## src/rtl/fios_res_collector_if.sv

```systemverilog
// Result-stream bundle between the FIOS multiplier, the result collector and its consumer.
// The slave modport is the collector's view; the master modport drives it.
interface fios_res_collector_if #(
  parameter int WORD_W = 17
);
  logic [WORD_W-1:0] RES_i;
  logic              RES_push_i;
  logic              done_i;
  logic [WORD_W-1:0] res_data_o;
  logic              res_valid_o;
  logic              res_last_o;
  logic              res_ready_i;
  logic              can_start_o;
  logic              busy_o;

  modport slave (
    input  RES_i, RES_push_i, done_i, res_ready_i,
    output res_data_o, res_valid_o, res_last_o, can_start_o, busy_o
  );

  modport master (
    output RES_i, RES_push_i, done_i, res_ready_i,
    input  res_data_o, res_valid_o, res_last_o, can_start_o, busy_o
  );
endinterface

```

## src/rtl/fios_res_collector.sv

```systemverilog
// Ping-pong collector for FIOS Montgomery results, streamed out over valid/ready.
// Optional sticky error flags are built when FIOS_RES_COLLECT_ERR_EN is defined.
module fios_res_collector #(
  parameter int s      = 8,
  parameter int WORD_W = 17
) (
  input  logic                 clock_i,
  input  logic                 reset_n_i,
  fios_res_collector_if.slave  bus
`ifdef FIOS_RES_COLLECT_ERR_EN
  ,
  output logic                 err_overflow_o,
  output logic                 err_count_o
`endif
);

  localparam int CW = $clog2(s + 1);
  localparam int RW = $clog2(s);

  typedef enum logic {
    ST_IDLE   = 1'b0,
    ST_STREAM = 1'b1
  } state_t;

  logic [WORD_W-1:0] r_bank [2][s];
  logic [1:0]        r_full;
  logic              r_wr_bank;
  logic              r_rd_bank;
  logic [CW-1:0]     r_wr_cnt;
  logic [RW-1:0]     r_rd_cnt;
  state_t            r_state;
  logic              r_valid;
  logic              r_last;
  logic [WORD_W-1:0] r_data;
  logic              r_can_start;
  logic              r_busy;

  logic              w_wr_full;
  logic              w_push_ok;
  logic              w_done_ok;
  logic              w_xfer;
  logic              w_rd_last;
  logic              w_drain;
  logic              w_rd_other;
  logic [RW-1:0]     w_rd_cnt_inc;
  logic [CW-1:0]     w_wr_cnt_inc;
  logic [CW-1:0]     w_wr_cnt_nxt;
  logic              w_wr_bank_nxt;
  logic [1:0]        w_full_nxt;

  assign w_wr_full     = r_full[r_wr_bank];
  assign w_push_ok     = bus.RES_push_i & ~w_wr_full & (r_wr_cnt < CW'(s));
  assign w_done_ok     = bus.done_i & ~w_wr_full;
  assign w_xfer        = r_valid & bus.res_ready_i;
  assign w_rd_last     = (r_rd_cnt == RW'(s - 1));
  assign w_drain       = w_xfer & w_rd_last;
  assign w_rd_other    = ~r_rd_bank;
  assign w_rd_cnt_inc  = r_rd_cnt + 1'b1;
  assign w_wr_cnt_inc  = r_wr_cnt + CW'(w_push_ok);
  assign w_wr_cnt_nxt  = w_done_ok ? '0 : w_wr_cnt_inc;
  assign w_wr_bank_nxt = r_wr_bank ^ w_done_ok;

  // A close and a drain never hit the same bank: only a full bank drains, only a free one closes.
  always_comb begin
    w_full_nxt = r_full;
    if (w_done_ok) w_full_nxt[r_wr_bank] = 1'b1;
    if (w_drain)   w_full_nxt[r_rd_bank] = 1'b0;
  end

  always_ff @(posedge clock_i) begin
    if (w_push_ok) r_bank[r_wr_bank][r_wr_cnt[RW-1:0]] <= bus.RES_i;
  end

  always_ff @(posedge clock_i or negedge reset_n_i) begin
    if (!reset_n_i) begin
      r_full      <= '0;
      r_wr_bank   <= 1'b0;
      r_wr_cnt    <= '0;
      r_can_start <= 1'b1;
      r_busy      <= 1'b0;
    end else begin
      r_full      <= w_full_nxt;
      r_wr_bank   <= w_wr_bank_nxt;
      r_wr_cnt    <= w_wr_cnt_nxt;
      r_can_start <= ~w_full_nxt[w_wr_bank_nxt] & (w_wr_cnt_nxt == '0);
      r_busy      <= (|w_full_nxt) | (w_wr_cnt_nxt != '0);
    end
  end

  // Read FSM: the next word is preloaded on each transfer so outputs stay registered.
  always_ff @(posedge clock_i or negedge reset_n_i) begin
    if (!reset_n_i) begin
      r_state   <= ST_IDLE;
      r_rd_bank <= 1'b0;
      r_rd_cnt  <= '0;
      r_valid   <= 1'b0;
      r_last    <= 1'b0;
      r_data    <= '0;
    end else begin
      case (r_state)
        ST_IDLE: begin
          if (r_full[r_rd_bank]) begin
            r_state  <= ST_STREAM;
            r_rd_cnt <= '0;
            r_valid  <= 1'b1;
            r_last   <= 1'b0;
            r_data   <= r_bank[r_rd_bank][0];
          end
        end
        ST_STREAM: begin
          if (w_xfer) begin
            if (w_rd_last) begin
              r_rd_bank <= w_rd_other;
              r_rd_cnt  <= '0;
              r_last    <= 1'b0;
              if (r_full[w_rd_other]) begin
                r_data <= r_bank[w_rd_other][0];
              end else begin
                r_state <= ST_IDLE;
                r_valid <= 1'b0;
              end
            end else begin
              r_rd_cnt <= w_rd_cnt_inc;
              r_data   <= r_bank[r_rd_bank][w_rd_cnt_inc];
              r_last   <= (w_rd_cnt_inc == RW'(s - 1));
            end
          end
        end
        default: begin
          r_state <= ST_IDLE;
          r_valid <= 1'b0;
          r_last  <= 1'b0;
        end
      endcase
    end
  end

`ifdef FIOS_RES_COLLECT_ERR_EN
  logic r_err_ovf;
  logic r_err_cnt;

  always_ff @(posedge clock_i or negedge reset_n_i) begin
    if (!reset_n_i) begin
      r_err_ovf <= 1'b0;
      r_err_cnt <= 1'b0;
    end else begin
      if ((bus.RES_push_i & ~w_push_ok) | (bus.done_i & ~w_done_ok)) r_err_ovf <= 1'b1;
      if (w_done_ok & (w_wr_cnt_inc < CW'(s))) r_err_cnt <= 1'b1;
    end
  end

  assign err_overflow_o = r_err_ovf;
  assign err_count_o    = r_err_cnt;
`endif

  assign bus.res_data_o  = r_data;
  assign bus.res_valid_o = r_valid;
  assign bus.res_last_o  = r_last;
  assign bus.can_start_o = r_can_start;
  assign bus.busy_o      = r_busy;

endmodule

```

## src/flat_wrapper.sv

```systemverilog
// flat-port wrapper written by rule: the top's interface ports become plain ports
module fios_res_collector_flat 
#(
  parameter int s      = 8,
  parameter int WORD_W = 17
)
  (clock_i, reset_n_i, bus_RES_i, bus_RES_push_i, bus_done_i, bus_res_ready_i, bus_res_data_o, bus_res_valid_o, bus_res_last_o, bus_can_start_o, bus_busy_o);
  fios_res_collector_if #(.WORD_W(WORD_W)) bus_i ();
  input  logic clock_i;
  input  logic reset_n_i;
  input wire logic [$bits(bus_i.RES_i)-1:0] bus_RES_i;
  input wire logic [$bits(bus_i.RES_push_i)-1:0] bus_RES_push_i;
  input wire logic [$bits(bus_i.done_i)-1:0] bus_done_i;
  input wire logic [$bits(bus_i.res_ready_i)-1:0] bus_res_ready_i;
  output wire logic [$bits(bus_i.res_data_o)-1:0] bus_res_data_o;
  output wire logic [$bits(bus_i.res_valid_o)-1:0] bus_res_valid_o;
  output wire logic [$bits(bus_i.res_last_o)-1:0] bus_res_last_o;
  output wire logic [$bits(bus_i.can_start_o)-1:0] bus_can_start_o;
  output wire logic [$bits(bus_i.busy_o)-1:0] bus_busy_o;
  assign bus_i.RES_i = bus_RES_i;
  assign bus_i.RES_push_i = bus_RES_push_i;
  assign bus_i.done_i = bus_done_i;
  assign bus_i.res_ready_i = bus_res_ready_i;
  assign bus_res_data_o = bus_i.res_data_o;
  assign bus_res_valid_o = bus_i.res_valid_o;
  assign bus_res_last_o = bus_i.res_last_o;
  assign bus_can_start_o = bus_i.can_start_o;
  assign bus_busy_o = bus_i.busy_o;
  fios_res_collector #(.s(s), .WORD_W(WORD_W)) u_core (.clock_i(clock_i), .reset_n_i(reset_n_i), .bus(bus_i));
endmodule
```

## config.mk

```make
export PLATFORM = sky130hd
export DESIGN_NAME = fios_res_collector_flat
export DESIGN_NICKNAME = d
export VERILOG_FILES = /design/src/rtl/fios_res_collector_if.sv /design/src/rtl/fios_res_collector.sv /design/src/flat_wrapper.sv
export SDC_FILE = /design/constraint.sdc
export NUM_CORES = 1
export LEC_CHECK = 0
export CAP_MARGIN = 15
export CORE_ASPECT_RATIO = 2
export CORE_MARGIN = 4
export CORE_UTILIZATION = 34
export DETAILED_ROUTE_END_ITERATION = 7
export HOLD_SLACK_MARGIN = 0.12
export PLACE_DENSITY_LB_ADDON = 0.1
export SYNTH_ARGS = -nofsm -noshare
export SYNTH_HDL_FRONTEND = slang
export SYNTH_SLANG_ARGS = --single-unit
```

## constraint.sdc

```tcl
create_clock -name clock_i -period 8.7 [get_ports clock_i]
set_clock_uncertainty 0.05 [all_clocks]
set_input_delay 1.74 -clock clock_i [delete_from_list [all_inputs] [get_ports clock_i]]
set_output_delay 1.74 -clock clock_i [all_outputs]
set_load 0.05 [all_outputs]
```

==> out/results.env <==
SYNTH_NET_COUNT=761
REQUIRED_NS=6.91
SYN_AVG_CELL_AREA_UM2=17.3
HOLD_VIOL=0
CLOCK-ROOT-BUFFER='clkbuf_16'
DP_CELLS=1198
WL_PER_CELL_UM=26.9
PORT-BUFFER-COUNT=42
SETUP.REG_TO_REG.WORST_SLACK_NS=5.21
GRT_PASS1_WL_MM=49.4
NUMBER_OF_NETS_IN_THE_LAYOUT=803
WORST_HOLD_PATH.NUM_CELLS=1
FINAL_DESIGN_AREA_NO_FILL_UM2=14600
SYN-INSTANCE-COUNT=734
GP_CONGESTION=0.777
ANTENNA_FOUND_INITIAL=1
HOLD_CLASS='flip-flop to flip-flop'
POSTSYNTH.ASYNCRESETSHARE_PCT=10.8
CHIPHEIGHT_UM=281
TRITONCTS_CLOCK_TREE='done'
POWER_FRAC_SEQ_PCT=37.6
WORST_SLEW_PIN_SLEW_NS=1.22
YOSYS_WARNINGS=0
ANT_NETS=0
FMAXACHIEVABLE_GHz=0.269
ROUTED_WL_MM=33.7
CTSLONGESTPATHBUFFERS=3
CRITICAL_PATH.N_BUFFERS_INVERTERS=1
TIMING.HOLD.WORST_ENDPOINT='u_core.bus.res_last_o'
CLKSLEWWORSTSETUPHOLDPATHS_NS=0.07
CLOCK_TREE.HTREE_LEVEL_COUNT=1
DRTPASS1ITERATIONS=4
TIMING.SETUP.CRITICAL_PATH_CLASS='flip-flop to output port'
SETUP-VIOLATIONS-FINAL=0
CLK-INSERTION-DELAY-LATE_NS=0.55
DRIVE_ABOVE_1_SHARE_PCT=15.8
VIAS_IN_THE_FIRST_GLOBAL_ROUTE=7450
SYNTH_AREA_UM2=12700
DP_AREA_UM2=13600
SLEW_VIOLATIONS=0
CELL_WITH_THE_LARGEST_STAGE_DELAY_ON_THE_WORST_PATH='clkdlybuf4s50_1'
COUNT_OF_FLIP_FLOPS_WITH_A_BUILT_IN_ENABLE_AFTER_SYNTHESIS=272
RSZ_0062_RAISED_AFTER_GLOBAL_ROUTING='no'
TIMING.FINAL.CRIT_SHARE_PCT=42.7
GRT_START_MAX_NET_PINS=52
SETUP-TNS-FINAL_NS=0
CRIT_PATH_START_KIND='flip-flop'
DIE-AREA_UM2=40700
YOSYS_REGISTER_BITS=305
DR_DRC_COUNT=0
WORSTSETUPSTARTPOINT='u_core.bus.res_valid_o'
POST_SYNTHESIS_SEQUENTIAL_AREA_RATIO_PCT=70.8
INITIAL_CORE_UTIL_PCT=34.6
TOTALPOWERFINAL_mW=4.83
FIN_CRIT_NS=3.72
GRTUSAGETOTAL_PCT=16.7
POSTSYNTH.TOPFLOPCELL='edfxtp_1'
MIN_FROM='u_core.bus.res_last_o'
CRITPATHMAXSTAGEDELAY_NS=0.88
WORST-R2R-CELL-COUNT=7
COMBPWRFRAC_PCT=36.1
CTS_POST_SETUP_BUFFERS_INSERTED=0
SWITCHINGPOWER_mW=1.72
DIE_WIDTH_UM=145
STD_CELL_ROWS=99
OVERFLOW_LEFT_AFTER_GLOBAL_ROUTING=0
FINAL_CELL_COUNT_NO_FILL=1253
LEAKAGEPOWER_nW=4.88
R2R-START='u_core.r_rd_cnt[0]'
CRIT_ARRIVAL_NS=1.93
MAXCAPVIOLCOUNT=0
CP_MAX_FO=9
CELLINTERNALPOWER_mW=3.11
POWER.SWITCHING_FRACTION_PCT=35.6
POST_DRT_VIA_CELL_RATIO=5.56
NETLIST-CELL-TYPE-COUNT=48
CELL_BY_CELL_LISTING_OF_THE_CRITICAL_PATH='clkdlybuf4s50_1'
LAYOUT_AREA_OVERHEAD_PCT=14.6
NUM_VIAS=6965
DRT-INITIAL-DRC-COUNT=426
KIND_OF_CELL_ADDING_THE_MOST_DELAY_TO_THE_CRITICAL_PATH='buffers and inverters'
TOP_LEVEL_PORTS=43
POWERDENSITY_nW_PER_UM2=332
POST_CTS_RESIZE_COUNT=0
SHARE_CLK_OF_TOTAL_POWER_PCT=26.3
TRITONCTS_NUM_SINKS=305
PLACEABLECOREAREA_UM2=36700
WORST_SLEW_MARGIN_REL_PCT=18.4
CRIT_PATH_END_KIND='output port'
OUTCOME='finished, final reports clean'
DETAILED_PLACE_HPWL_MM=21.6
CTS_INSERTED_BUFFERS=28
REGTOREGENDPOINT='u_core.bus.res_data_o[1]'
PEAKVDDDROP_V=0.000192
CTSHOLDBUFFERS=0
==> cell type report <==
cell class,count,area (µm²)
timing repair buffer,60,583
antenna,1,2.50
fill,3353,22100
sequential,305,9000
tap,454,568
inverter,4,15.0
clock inverter,12,145
multi-input combinational,377,3440
clock buffer,40,797
==> layout by cell type (no fill, tap or decap), types with 4 or more instances in the layout <==
master | synthesis | routed
nand2_1 | 14 | 14
nand3_1 | 22 | 22
and2_1 | 7 | 7
nor3_2 | 0 | 4
nor2_2 | 0 | 12
o22ai_1 | 18 | 18
nand2b_1 | 6 | 6
clkdlybuf4s50_1 | 0 | 41
ha_1 | 5 | 4
edfxtp_1 | 272 | 272
mux4_2 | 42 | 42
nor2b_1 | 5 | 5
mux2i_1 | 85 | 85
clkbuf_16 | 0 | 29
clkbuf_8 | 0 | 4
buf_4 | 3 | 13
a22oi_1 | 24 | 24
nor2_1 | 17 | 5
clkinv_2 | 0 | 4
dfrtp_1 | 32 | 31
clkbuf_1 | 13 | 8
nand4_1 | 30 | 30
and3_1 | 23 | 23
o21ai_0 | 11 | 11
inv_1 | 4 | 4
a31oi_1 | 22 | 22
o21ai_1 | 8 | 8
==> how the worst max path moves through the flow <==
stage                                       end  depth (start not counted)
after global placement     u_core.r_bank[0][92]                          5
after floorplan           u_core.r_bank[1][119]                          3
final                           bus_res_valid_o                          1
after CTS                       bus_res_valid_o                          1
after global routing            bus_res_valid_o                          1
after detailed placement   u_core.r_bank[0][76]                          5
==> registers in the layout, summed over array words and instances (netlist names) <==
signal / count
u_core.r_state: 1
u_core.r_wr_cnt: 4
u_core.r_full: 2
u_core.r_wr_bank: 1
u_core.bus.res_valid_o: 1
u_core.r_rd_bank: 1
u_core.bus.res_data_o: 17
u_core.r_bank: 272
u_core.bus.can_start_o: 1
u_core.bus.res_last_o: 1
u_core.bus.busy_o: 1
u_core.r_rd_cnt: 3
==> stage by stage <==
step / util, % / setup slack (ns) / hold WS [ns]
6_report: 39.7 / 4.98 / 0.463
2_1_floorplan: - / 4.84 / 0.430
4_1_cts: 39.6 / 4.94 / 0.474
3_3_place_gp: 36.9 / 4.45 / 0.445
3_5_place_dp: 37.0 / 4.46 / 0.458
5_1_grt: 39.7 / 4.86 / 0.494
==> cells in the mapped netlist, drive strengths merged, types with 6 or more instances <==
cell,n,share of area (%)
nand2b,6,0.30
nor3,6,0.24
nand2,14,0.41
nand3,23,0.95
a22oi,24,1.4
clkbuf,13,0.38
o22ai,18,0.89
mux4,44,7.9
a31oi,22,1.1
nand4,30,1.5
buf,35,2.0
dfrtp,32,6.3
and2,7,0.34
o21ai,19,0.75
nor2,17,0.50
mux2i,85,6.7
edfxtp,272,64
and3,23,1.1
==> power by group through the flow <==
stage / sequential [mW] / combinational [mW] / clock (mW)
floorplan: 1.90 / 1.18 / 0
global placement: 1.85 / 1.73 / 0
detailed placement: 1.85 / 1.75 / 0
CTS: 1.82 / 1.76 / 1.31
global route: 1.84 / 1.86 / 1.36
finish: 1.82 / 1.75 / 1.27
==> layer usage <==
metal	wire length, µm	up-vias	track usage [%]
met5	0	-	0
met4	1120	0	6.18
met3	1450	71	2.61
met2	18300	196	30.4
met1	12800	3620	19.7
li1	-	3078	-
==> kinds of logic (layout without fill, tap and decap cells) <==
| kind of cell | count (synthesis) | after routing | share of synthesized area [%] |
|---|---|---|---|
| XOR/XNOR | 3 | 3 | 0.207 |
| AND/OR/NAND/NOR | 140 | 140 | 6.18 |
| multiplexers | 130 | 130 | 14.7 |
| AO/OA/AOI/OAI | 99 | 99 | 5.10 |
| adder cells (fa/ha/maj) | 5 | 5 | 0.493 |
| flip-flops | 305 | 305 | 70.8 |
| other | 0 | 1 | 0 |
| buffers and inverters | 52 | 116 | 2.54 |
(Power assumes the default switching activity.)
